`src/rtl/inference_scheduler.sv`:
```
// -----------------------------------------------------------------------------
// inference_scheduler
//
// Sequences a single-layer binarised-image classifier. Each of the NUM_CLASSES
// output neurons is processed as follows:
//    - A dot product of the NUM_PIX image bits with that neuron's signed
//      weights is accumulated.
//    - The result is compared against the running best, and the highest
//      score wins.
//    - On a tie, the lowest neuron index is kept.
// The result is published with a one-cycle done pulse.
//
// Ports
//    clk          clock
//    rst          asynchronous active-high reset
//    start        request inference on the loaded image (sampled in IDLE only)
//    pix_addr     pixel index presented to the image store
//    pix_bit      image bit at pix_addr, combinational
//    w_addr       weight ROM address = neuron_idx*NUM_PIX + pix_addr
//    w_data       signed weight, valid one cycle after w_addr
//    busy         high whenever the scheduler is not idle
//    done         one-cycle pulse, classification valid
//    class_bcd    winning class index (held until next done or reset)
//    class_score  winning neuron's signed score (held until next done or reset)
// -----------------------------------------------------------------------------
module inference_scheduler #(
   parameter int NUM_PIX     = 196,
   parameter int NUM_CLASSES = 10,
   parameter int W_WIDTH     = 8,
   parameter int ACC_WIDTH   = 16
) (
   input  logic                 clk,
   input  logic                 rst,
   input  logic                 start,
   output logic [7:0]           pix_addr,
   input  logic                 pix_bit,
   output logic [10:0]          w_addr,
   input  logic [W_WIDTH-1:0]   w_data,
   output logic                 busy,
   output logic                 done,
   output logic [3:0]           class_bcd,
   output logic [ACC_WIDTH-1:0] class_score
);

   localparam logic [2:0] S_IDLE    = 3'd0;
   localparam logic [2:0] S_MAC     = 3'd1;
   localparam logic [2:0] S_DRAIN   = 3'd2;
   localparam logic [2:0] S_COMPARE = 3'd3;
   localparam logic [2:0] S_DONE    = 3'd4;

   localparam logic [7:0] LAST_PIX    = 8'(NUM_PIX - 1);
   localparam logic [3:0] LAST_NEURON = 4'(NUM_CLASSES - 1);
   localparam logic signed [ACC_WIDTH-1:0] ACC_MIN = {1'b1, {(ACC_WIDTH-1){1'b0}}};

   logic [2:0]                  state;
   logic [2:0]                  next_state;
   logic [3:0]                  neuron_idx;
   logic [3:0]                  best_idx;
   logic signed [ACC_WIDTH-1:0] acc;
   logic signed [ACC_WIDTH-1:0] best_score;
   logic signed [ACC_WIDTH-1:0] w_ext;
   logic                        pix_bit_d1;   // pixel bit delayed to line up with w_data
   logic                        pair_valid;   // pix_bit_d1/w_data form a real product
   logic                        better;

   assign w_ext  = {{(ACC_WIDTH-W_WIDTH){w_data[W_WIDTH-1]}}, w_data};
   assign better = (acc > best_score);

   // Next-state decode of the scheduler FSM
   always_comb begin
      next_state = state;
      case (state)
         S_IDLE: begin
            if (start) begin
               next_state = S_MAC;
            end else begin
               next_state = S_IDLE;
            end
         end
         S_MAC: begin
            if (pix_addr == LAST_PIX) begin
               next_state = S_DRAIN;
            end else begin
               next_state = S_MAC;
            end
         end
         S_DRAIN: begin
            next_state = S_COMPARE;
         end
         S_COMPARE: begin
            if (neuron_idx == LAST_NEURON) begin
               next_state = S_DONE;
            end else begin
               next_state = S_MAC;
            end
         end
         S_DONE: begin
            next_state = S_IDLE;
         end
         default: begin
            next_state = S_IDLE;
         end
      endcase
   end

   // State, address generation, accumulation and result registers
   always_ff @(posedge clk or posedge rst) begin
      if (rst) begin
         state       <= S_IDLE;
         busy        <= 1'b0;
         done        <= 1'b0;
         pix_addr    <= 8'd0;
         w_addr      <= 11'd0;
         neuron_idx  <= 4'd0;
         best_idx    <= 4'd0;
         acc         <= '0;
         best_score  <= '0;
         pix_bit_d1  <= 1'b0;
         pair_valid  <= 1'b0;
         class_bcd   <= 4'd0;
         class_score <= '0;
      end else begin
         state      <= next_state;
         busy       <= (next_state != S_IDLE);
         done       <= (next_state == S_DONE);
         pix_bit_d1 <= pix_bit;
         // A product is valid in the cycle after an address was issued in MAC;
         // entry into MAC (from IDLE or COMPARE) therefore never accumulates.
         pair_valid <= (state == S_MAC);
         case (state)
            S_IDLE: begin
               if (start) begin
                  neuron_idx <= 4'd0;
                  pix_addr   <= 8'd0;
                  w_addr     <= 11'd0;
                  acc        <= '0;
                  best_score <= ACC_MIN;
                  best_idx   <= 4'd0;
               end
            end
            S_MAC: begin
               if (pair_valid && pix_bit_d1) begin
                  acc <= acc + w_ext;
               end
               // The address holds on the final pixel; DRAIN issues nothing new.
               if (pix_addr != LAST_PIX) begin
                  pix_addr <= pix_addr + 8'd1;
                  w_addr   <= w_addr + 11'd1;
               end
            end
            S_DRAIN: begin
               if (pair_valid && pix_bit_d1) begin
                  acc <= acc + w_ext;
               end
            end
            S_COMPARE: begin
               // Strict compare: a tie keeps the earlier (lower) index.
               if (better) begin
                  best_score <= acc;
                  best_idx   <= neuron_idx;
               end
               if (neuron_idx == LAST_NEURON) begin
                  class_bcd   <= better ? neuron_idx : best_idx;
                  class_score <= better ? acc : best_score;
               end else begin
                  neuron_idx <= neuron_idx + 4'd1;
                  acc        <= '0;
                  pix_addr   <= 8'd0;
                  // Weights are laid out neuron-major, so the next neuron's
                  // first weight directly follows the last one just read.
                  w_addr     <= w_addr + 11'd1;
               end
            end
            S_DONE: begin
               acc <= acc;
            end
            default: begin
               acc <= acc;
            end
         endcase
      end
   end

endmodule
```
`config.mk`:
```
export PLATFORM = sky130hd
export DESIGN_NAME = inference_scheduler
export DESIGN_NICKNAME = d
export VERILOG_FILES = /design/src/rtl/inference_scheduler.sv
export SDC_FILE = /design/constraint.sdc
export NUM_CORES = 1
export LEC_CHECK = 0
export ABC_CLOCK_PERIOD_IN_PS = 6000
export CORE_MARGIN = 3
export CORE_UTILIZATION = 61
export DETAILED_ROUTE_END_ITERATION = 8
export GPL_TIMING_DRIVEN = 0
export PLACE_DENSITY = 0.85
export SETUP_SLACK_MARGIN = 0.4
export SYNTH_ARGS = -nofsm -noshare
export SYNTH_HDL_FRONTEND = slang
export SYNTH_SLANG_ARGS = --single-unit
```
`constraint.sdc`:
```
create_clock -name clk -period 6 [get_ports clk]
set_input_delay 0.9 -clock clk [delete_from_list [all_inputs] [get_ports clk]]
set_output_delay 0.9 -clock clk [all_outputs]
set_load 0.1 [all_outputs]
```
After elaboration in Yosys (flattened, before gate mapping)
Index checks and enable logic that the tools add are counted.

Register bits after elaboration: 86. Input bits: 12. Output and inout port bits: 41. Word-level logic and storage cells: 65.

$add $sub $neg: 4. Order comparisons: 1. Equality and inequality tests: 11. Multiplexer cells: 24. Reduce and logical (&&, ||, !) cells: 12.

Operators with widths (count): $mux 16 (5); $pmux 16 s3 (1); $mux 11 (3); $pmux 11 s3 (1); $pmux 16 s2 (1); $mux 8 (3); $pmux 8 s3 (1); $add 16x8->16 (1); $gt 16x16->1 (1); $pmux 4 s2 (2); $mux 4 (3); $pmux 3 s4 (1); $add 11x1->11 const B (1); $reduce_bool 3->1 (3); $add 8x1->8 const B (1); $eq 8x8->1 const B (1); $ne 8x8->1 const B (1); $reduce_and 4->1 (2); $eq 3x2->1 const B (2); $add 4x1->4 const B (1); $eq 4x4->1 const B (1); $ne 2x1->1 const B (2); $ne 2x2->1 const B (2); $reduce_and 2->1 (2); 10 further kinds (10).

Logic depth before layout (Yosys ltp)
Gate-level depths: netlist of run 1.

Depth after elaboration: 4. Depth in mapped cells: 10.

Worst setup path before layout of run 1
Ideal clock, no wire load.

Path type: register to register. From: reg pix_addr[0]. To: reg pix_addr[5]. Data arrival time: 2.840 ns. Data required time: 5.922 ns. Slack: 3.082 ns. Cell stages (with the launch flop): 8. Path buffers: 0. Clock period less this slack: 2.918 ns. Cells stage by stage: dfrtp_1 > ha_1 > nor4bb_1 > and3_1 > a2111oi_4 > nand4_1 > or3_1 > a21oi_1.

Longest elaborated chain between the ends: 3.

Ends and longest elaborated chain: from (decl) (line 35) `output logic [7:0] pix_addr,`; from (signal assigned) (line 147) `pix_addr <= pix_addr + 8'd1;`; $add 8x1->8 or $ne 8x8->1 (tied branches) (line 147, 146); $mux 8 or $ne 2x1->1 (tied branches); $pmux 8 s3 or $reduce_and 4->1 (tied branches).

Several ways; a longest one is shown, not always the timed one. The select of a mux whose other input is x is not followed. A chain may end at the register's enable or synchronous reset.

Final worst setup path of run 1
From: in w_data[0]. To: reg acc[14].

Longest elaborated chain between the ends: 3.

Ends and longest elaborated chain: from (decl) (line 38) `input logic [W_WIDTH-1:0] w_data,`; $add 16x8->16 (line 143, 153); $mux 16 (line 142, 152); $pmux 16 s3 (line 130) `case (state)`; to (signal assigned) (line 143) `acc <= acc + w_ext;`; to (signal assigned) (line 153) `acc <= acc + w_ext;`; to (decl) (line 59) `logic signed [ACC_WIDTH-1:0] acc;`.

Every way passes these cells. The select of a mux whose other input is x is not followed.

==> flow_metrics.py, run 1 <==
metrics = {
    "worst_setup_path": {
        "worst_setup_path_start_kind": "primary input",
        "crit_path_top_delay_cell": "clkdlybuf4s50_1",
        "end_kind": "register",
        "slowest_delay_ps": 470,
        "crit_path_frequent_cell": "o21ai_0",
        "worstSetupPathType": "primary input to register",
        "crit_arrival_ps": 3650,
        "worstPathMaxFanout": 3,
        "cp_cell_sequence": "clkdlybuf4s50_1 -> ha_1 -> inv_1 -> fa_1 -> nor2b_1 -> o21ai_0 -> a211o_1 -> a31oi_1 -> o21ai_0 -> or4_1 -> nand3_1",
        "crit_required_ps": 6290,
    },
    "grt": {
        "grt-ovfl-total": 0,
        "grt_max_degree": 49,
        "antenna_found_initial": 0,
        "busiest_layer": "met2",
        "track_usage_pct": 25.39,
        "grt_pass1_wl_um": 17980,
        "first_global_vias": 3851,
        "met3_usage_pct": 3.473,
        "grt_util_met2_pct": 43.73,
        "met1_usage_pct": 32.11,
    },
    "sta": {
        "finalMaxSlewViolations": 0,
        "worst_slew_pin_slew_ps": 1144,
        "fin_crit_sh_pct": 55.97,
        "totalNegativeSetupSlack_ps": 0,
        "slew_headroom_pct": 22.66,
        "finalSetupViolations": 0,
        "hold_violations": 0,
        "clock_skew_ps": 9.295,
        "period_minus_slack_ps": 3358,
        "grt_setup_unrepaired": "false",
        "fmax_mhz": 297.8,
    },
    "die": {
        "die_x_um": 95.37,
        "dieArea_um2": 9095,
        "core_um2": 7486,
        "start_util_pct": 65.08,
        "io-pin-count": 53,
        "rows": 31,
        "die-height_um": 95.37,
    },
    "yosys": {
        "syn-cell-area_um2": 4872,
        "yosysSeqAreaShare_pct": 44.17,
        "synth_edf_count": 0,
        "synth-main-ff-cell": "dfrtp_1",
        "synth_area_per_cell_um2": 9.843,
        "yosys_warnings": 0,
        "ys_ff_latch": 86,
        "synth.net_count": 543,
        "synth.distinct_cells": 52,
        "synthArstFlopShare_pct": 100.0,
        "synthCells": 495,
    },
    "clock_tree": {
        "root_buffer": "clkbuf_8",
        "htreeDepth": 3,
        "clock_sinks": 86,
        "cts_tree": "done",
        "cts_resized": 0,
        "holdBufCountCts": 0,
        "clock_latency_ps": 360,
        "cts-buffers-inserted": 9,
        "cts.clk_slew.worst_paths_ps": 90,
        "cts_setup_buffers": 0,
        "clock_path_buffers": 2,
    },
    "drt": {
        "vias": 3899,
        "wl_um": 10770,
        "firstDrtPassIters": 4,
        "via_per_inst": 5.881,
        "wl_per_cell_um": 16.24,
        "ant_nets": 0,
        "drc_errors": 0,
        "drtIter0Drc": 149,
    },
    "final_layout": {
        "antenna_cells": 0,
        "fin_cells": 663,
        "syn_to_final_growth_pct": 18.64,
        "num-nets-final": 607,
        "utilization_pct": 77.22,
        "n_fill_cell": 502,
        "drive_above_1_share_pct": 7.801,
    },
    "placement": {
        "gp_congestion": 0.8485,
        "dp_hpwl_um": 7686,
        "placement.io_buffers": 52,
        "place_inst": 647,
    },
    "status": {
        "status": "finished, final reports clean",
    },
    "power": {
        "powerDensity_nw_per_um2": 445.7,
        "p_total_mw": 2.576,
        "p_leak_nw": 2.690,
        "peakVddDrop_mv": 0.2158,
    },
    "min_path": {
        "holdCritPathClass": "register to register",
    },
    "job": {
        "drv_cap": 0,
    },
}
-- worst paths after layout --
| path | from | end | slack (ps) | depth (start not counted) |
|---|---|---|---|---|
| max | w_data[0] | acc[14] | 2640 | 11 |
| min reg2reg | best_idx[2] | class_bcd[2] | 520 | 2 |
| max reg2reg | acc[15] | class_score[14] | 3040 | 9 |
| min | best_idx[2] | class_bcd[2] | 520 | 2 |
| max in group asynchronous | rst | acc[13] | 4480 | 3 |
| min in group asynchronous | rst | w_addr[9] | 920 | 2 |
-- per-stage QoR --
step	hold slack, ps	instance area, um^2	setup slack (ps)
detailed placement	498.5	5547	2294
floorplan	466.7	4872	2878
finish	519.6	5781	2642
CTS	520.9	5781	2655
global placement	486.7	5517	1610
global route	550.4	5781	2456
-- logic make-up (layout without fill, tap and decap cells) --
group	Yosys count	after routing	share of synthesized area [%]
AND/OR/NAND/NOR	158	158	15.90
AO/OA/AOI/OAI	110	110	13.97
flip-flops	86	86	44.17
buffers and inverters	49	118	4.237
adder cells (fa/ha/maj)	36	36	9.399
multiplexers	36	36	8.731
XOR/XNOR	20	20	3.595
-- cells in the mapped netlist (all sizes together) (2+ instances only) --
cell    count  area (um^2)
a211oi      4        30.03
a21o        5        37.54
a21oi      48        247.7
a22o        2        17.52
a31oi       2        12.51
a32o        3        30.03
and2        2        12.51
and3        6        37.54
buf         6        45.04
clkbuf     10        37.54
dfrtp      86         2152
ha         35        437.9
inv        33        123.9
mux2       13        195.2
mux2i      23        230.2
nand2      37        138.9
nand2b      4        25.02
nand3      11        55.05
nand3b      3        26.27
nand4      12        75.07
nor2       50        187.7
nor2b       4        25.02
nor3        8        40.04
o211ai      5        37.54
o21ai      28        140.1
o21bai      3        22.52
o22ai       3        25.02
o31ai       2        15.01
or2         2        12.52
or3        11        68.82
or4         2        18.77
xnor2      10        87.58
xor2       10        87.58
-- flip-flops by register name, summed over array words and instances (netlist names), 3 cells and up --
name,count
acc,16
best_idx,4
best_score,16
class_bcd,4
class_score,16
neuron_idx,4
pix_addr,8
state,3
w_addr,11
-- routing by layer --
layer,vias to the layer above,wire (um)
li1,1889,-
met1,1900,4619
met2,91,5488
met3,19,392
met4,0,265
met5,-,0
-- cell usage in the layout, fill, tap and decap left out, types with 3 or more instances in the layout --
cell type,instances
a211oi_1,4
a21o_1,5
a21oi_1,46
a32o_1,3
and3_1,6
buf_2,3
clkbuf_1,11
clkbuf_8,12
clkdlybuf4s50_1,52
dfrtp_1,86
ha_1,35
inv_1,32
mux2_4,13
mux2i_1,23
nand2_1,37
nand2b_1,4
nand3_1,11
nand4_1,12
nor2_1,50
nor2b_1,4
nor3_1,8
o211ai_1,5
o21ai_0,28
o21bai_1,3
or3_1,11
xnor2_1,10
xor2_1,10
-- worst max-delay path, delay by kind of cell --
| family | cells | cell delay [ps] |
|---|---|---|
| AND/OR/NAND/NOR | 3 | 650 |
| buffers and inverters | 2 | 550 |
| AO/OA/AOI/OAI | 4 | 910 |
| adder cells (fa/ha/maj) | 2 | 630 |
-- where the power goes --
part           switching, mW  internal [mW]
Combinational          0.811          0.460
Clock                  0.203          0.268
Sequential             0.150          0.683
Total                   1.16           1.41
-- final cells by class --
type / count / area (um^2) / area share [%]
multi-input combinational: 360 / 2514 / 43.48
clock buffer: 13 / 168.9 / 2.922
tap: 99 / 123.9 / 2.143
clock inverter: 3 / 65.06 / 1.126
sequential: 86 / 2152 / 37.23
timing repair buffer: 53 / 548.0 / 9.481
buffer: 16 / 82.58 / 1.429
inverter: 33 / 126.4 / 2.186
No activity file was read; power rests on OpenSTA's default activity.
==> run 2: changes to the inputs <==
- ABC_CLOCK_PERIOD_IN_PS: 6000 -> 3100
- CORE_UTILIZATION: 61 -> 57
- PLACE_DENSITY: 0.85 -> 0.8
- clock period: 6 -> 3.1 ns (I/O delays scaled with it)
==> flow_metrics.py, run 2 (same netlist as run 1, synthesis figures left out) <==
metrics = {
    "status": {
        "status": "finished, final reports clean",
    },
    "power": {
        "powerDensity_nw_per_um2": 854.0,
        "p_leak_nw": 2.853,
        "peakVddDrop_mv": 0.4519,
        "p_total_mw": 5.301,
    },
    "worst_setup_path": {
        "ff2ff_path_depth": 9,
        "worst_setup_path_start_kind": "register",
        "rr_startpoint": "acc[6]",
        "crit_path_start": "acc[6]",
        "crit_required_ps": 3340,
        "worstSetupPathType": "register to register",
        "end_kind": "register",
        "crit_arrival_ps": 2980,
        "worstPathMaxFanout": 5,
    },
    "placement": {
        "dp_slack_ps": -107.2,
        "dp_hpwl_um": 7684,
        "postPlaceCellArea_um2": 5572,
        "gp_congestion": 0.8911,
        "placement.io_buffers": 52,
        "place_inst": 654,
    },
    "final_layout": {
        "fin_cells": 697,
        "fin_area_um2": 6207,
        "drive_above_1_share_pct": 18.58,
        "antenna_cells": 0,
        "final_cell_mix": "dfrtp_1 (78), clkdlybuf4s50_1 (50), nor2_1 (49)",
        "n_fill_cell": 560,
        "final_common_cell": "dfrtp_1",
        "num-nets-final": 635,
        "multi_input_area_um2": 2693,
        "regArea_um2": 2162,
        "syn_to_final_growth_pct": 27.40,
        "utilization_pct": 75.17,
        "reg_top3": "acc: 16 flops, best_score: 16 flops, class_score: 16 flops",
    },
    "clock_tree": {
        "clock_latency_ps": 350,
        "root_buffer": "clkbuf_8",
        "cts.clk_slew.worst_paths_ps": 90,
        "htreeDepth": 3,
        "clock_path_buffers": 2,
        "cts_tree": "done",
        "holdBufCountCts": 0,
        "cts-buffers-inserted": 9,
        "clock_sinks": 86,
    },
    "grt": {
        "grt_pass1_wl_um": 18370,
        "track_usage_pct": 23.03,
        "antenna_found_initial": 0,
        "grt_max_degree": 33,
        "first_global_vias": 3877,
        "grt-ovfl-total": 0,
    },
    "die": {
        "dieArea_um2": 9693,
        "die_x_um": 98.46,
        "die-height_um": 98.46,
        "io-pin-count": 53,
        "rows": 33,
        "start_util_pct": 59.00,
        "core_um2": 8258,
    },
    "sta": {
        "clock_skew_ps": 11.64,
        "hold_violations": 0,
        "finalMaxSlewViolations": 0,
        "fin_ws_ps": 367.0,
        "worst_slew_pin_slew_ps": 1011,
        "fmax_mhz": 365.9,
        "finalSetupViolations": 0,
        "grt_setup_unrepaired": "true",
        "totalNegativeSetupSlack_ps": 0,
        "fin_crit_sh_pct": 88.16,
        "period_minus_slack_ps": 2733,
        "slew_headroom_pct": 32.09,
        "hold_ws_ps": 518.1,
    },
    "drt": {
        "wl_per_cell_um": 17.03,
        "drc_errors": 0,
        "ant_nets": 0,
        "drtIter0Drc": 196,
        "firstDrtPassIters": 4,
        "wl_um": 11870,
        "via_per_inst": 5.839,
        "vias": 4070,
    },
    "min_path": {
        "min_path_cells": 2,
        "holdCritPathClass": "register to register",
        "min_from": "class_bcd[2]",
    },
    "job": {
        "drv_cap": 0,
    },
}
==> run 2: changes by cell type in the layout (fill, tap and decap cells not counted), moves of 4 or more <==
| cell | delta |
|---|---|
| ha_4 | +7 |
| inv_1 | -7 |
| buf_4 | +26 |
| dfrtp_2 | +8 |
| buf_12 | +4 |
| ha_1 | -8 |
| inv_2 | +7 |
| dfrtp_1 | -8 |
==> run 2: final timing paths <==
kind / endpoint / slack [ps]
min in group asynchronous: class_score[0] / 550
max reg2reg: best_score[10] / 370
min reg2reg: class_bcd[2] / 520
max: best_score[10] / 370
max in group asynchronous: pix_addr[1] / 1770
min: class_bcd[2] / 520
==> run 2: report_power, final <==
group / total [mW] / switching (mW) / internal [mW]
sequential: 1.59 / 0.259 / 1.33
clock: 0.801 / 0.406 / 0.395
combinational: 2.91 / 1.77 / 1.14
total: 5.30 / 2.44 / 2.86
==> run 2: critical path, stage by stage (launching register included) <==
cell	delay, ps
dfrtp_1	480
ha_1	320
nand2_1	70
or4_4	540
a21oi_4	170
o31a_1	190
o22ai_4	100
or2_4	290
clkbuf_16	180
mux2_4	300
==> run 2: layer usage <==
| layer | GRT usage [%] | part of all wire [%] |
|---|---|---|
| met5 | 0 | 0 |
| met4 | 7.143 | 2.6 |
| met3 | 3.609 | 3.9 |
| met2 | 38.12 | 51 |
| met1 | 31.42 | 43 |
==> run 2: cell type report <==
type / instances / area share (%)
Inverter: 33 / 2.056
Clock inverter: 5 / 0.9474
Sequential cell: 86 / 34.83
Tap cell: 105 / 2.117
Multi-Input combinational cell: 360 / 43.38
Timing Repair Buffer: 81 / 12.66
Buffer: 16 / 1.734
Clock buffer: 11 / 2.278
==> run 2: timing repair <==
action	in CTS	in global routing
buffers inserted	9	17
gates resized for setup	11	40
pin swaps	6	16
gates cloned	0	1
setup endpoints to repair	39	57
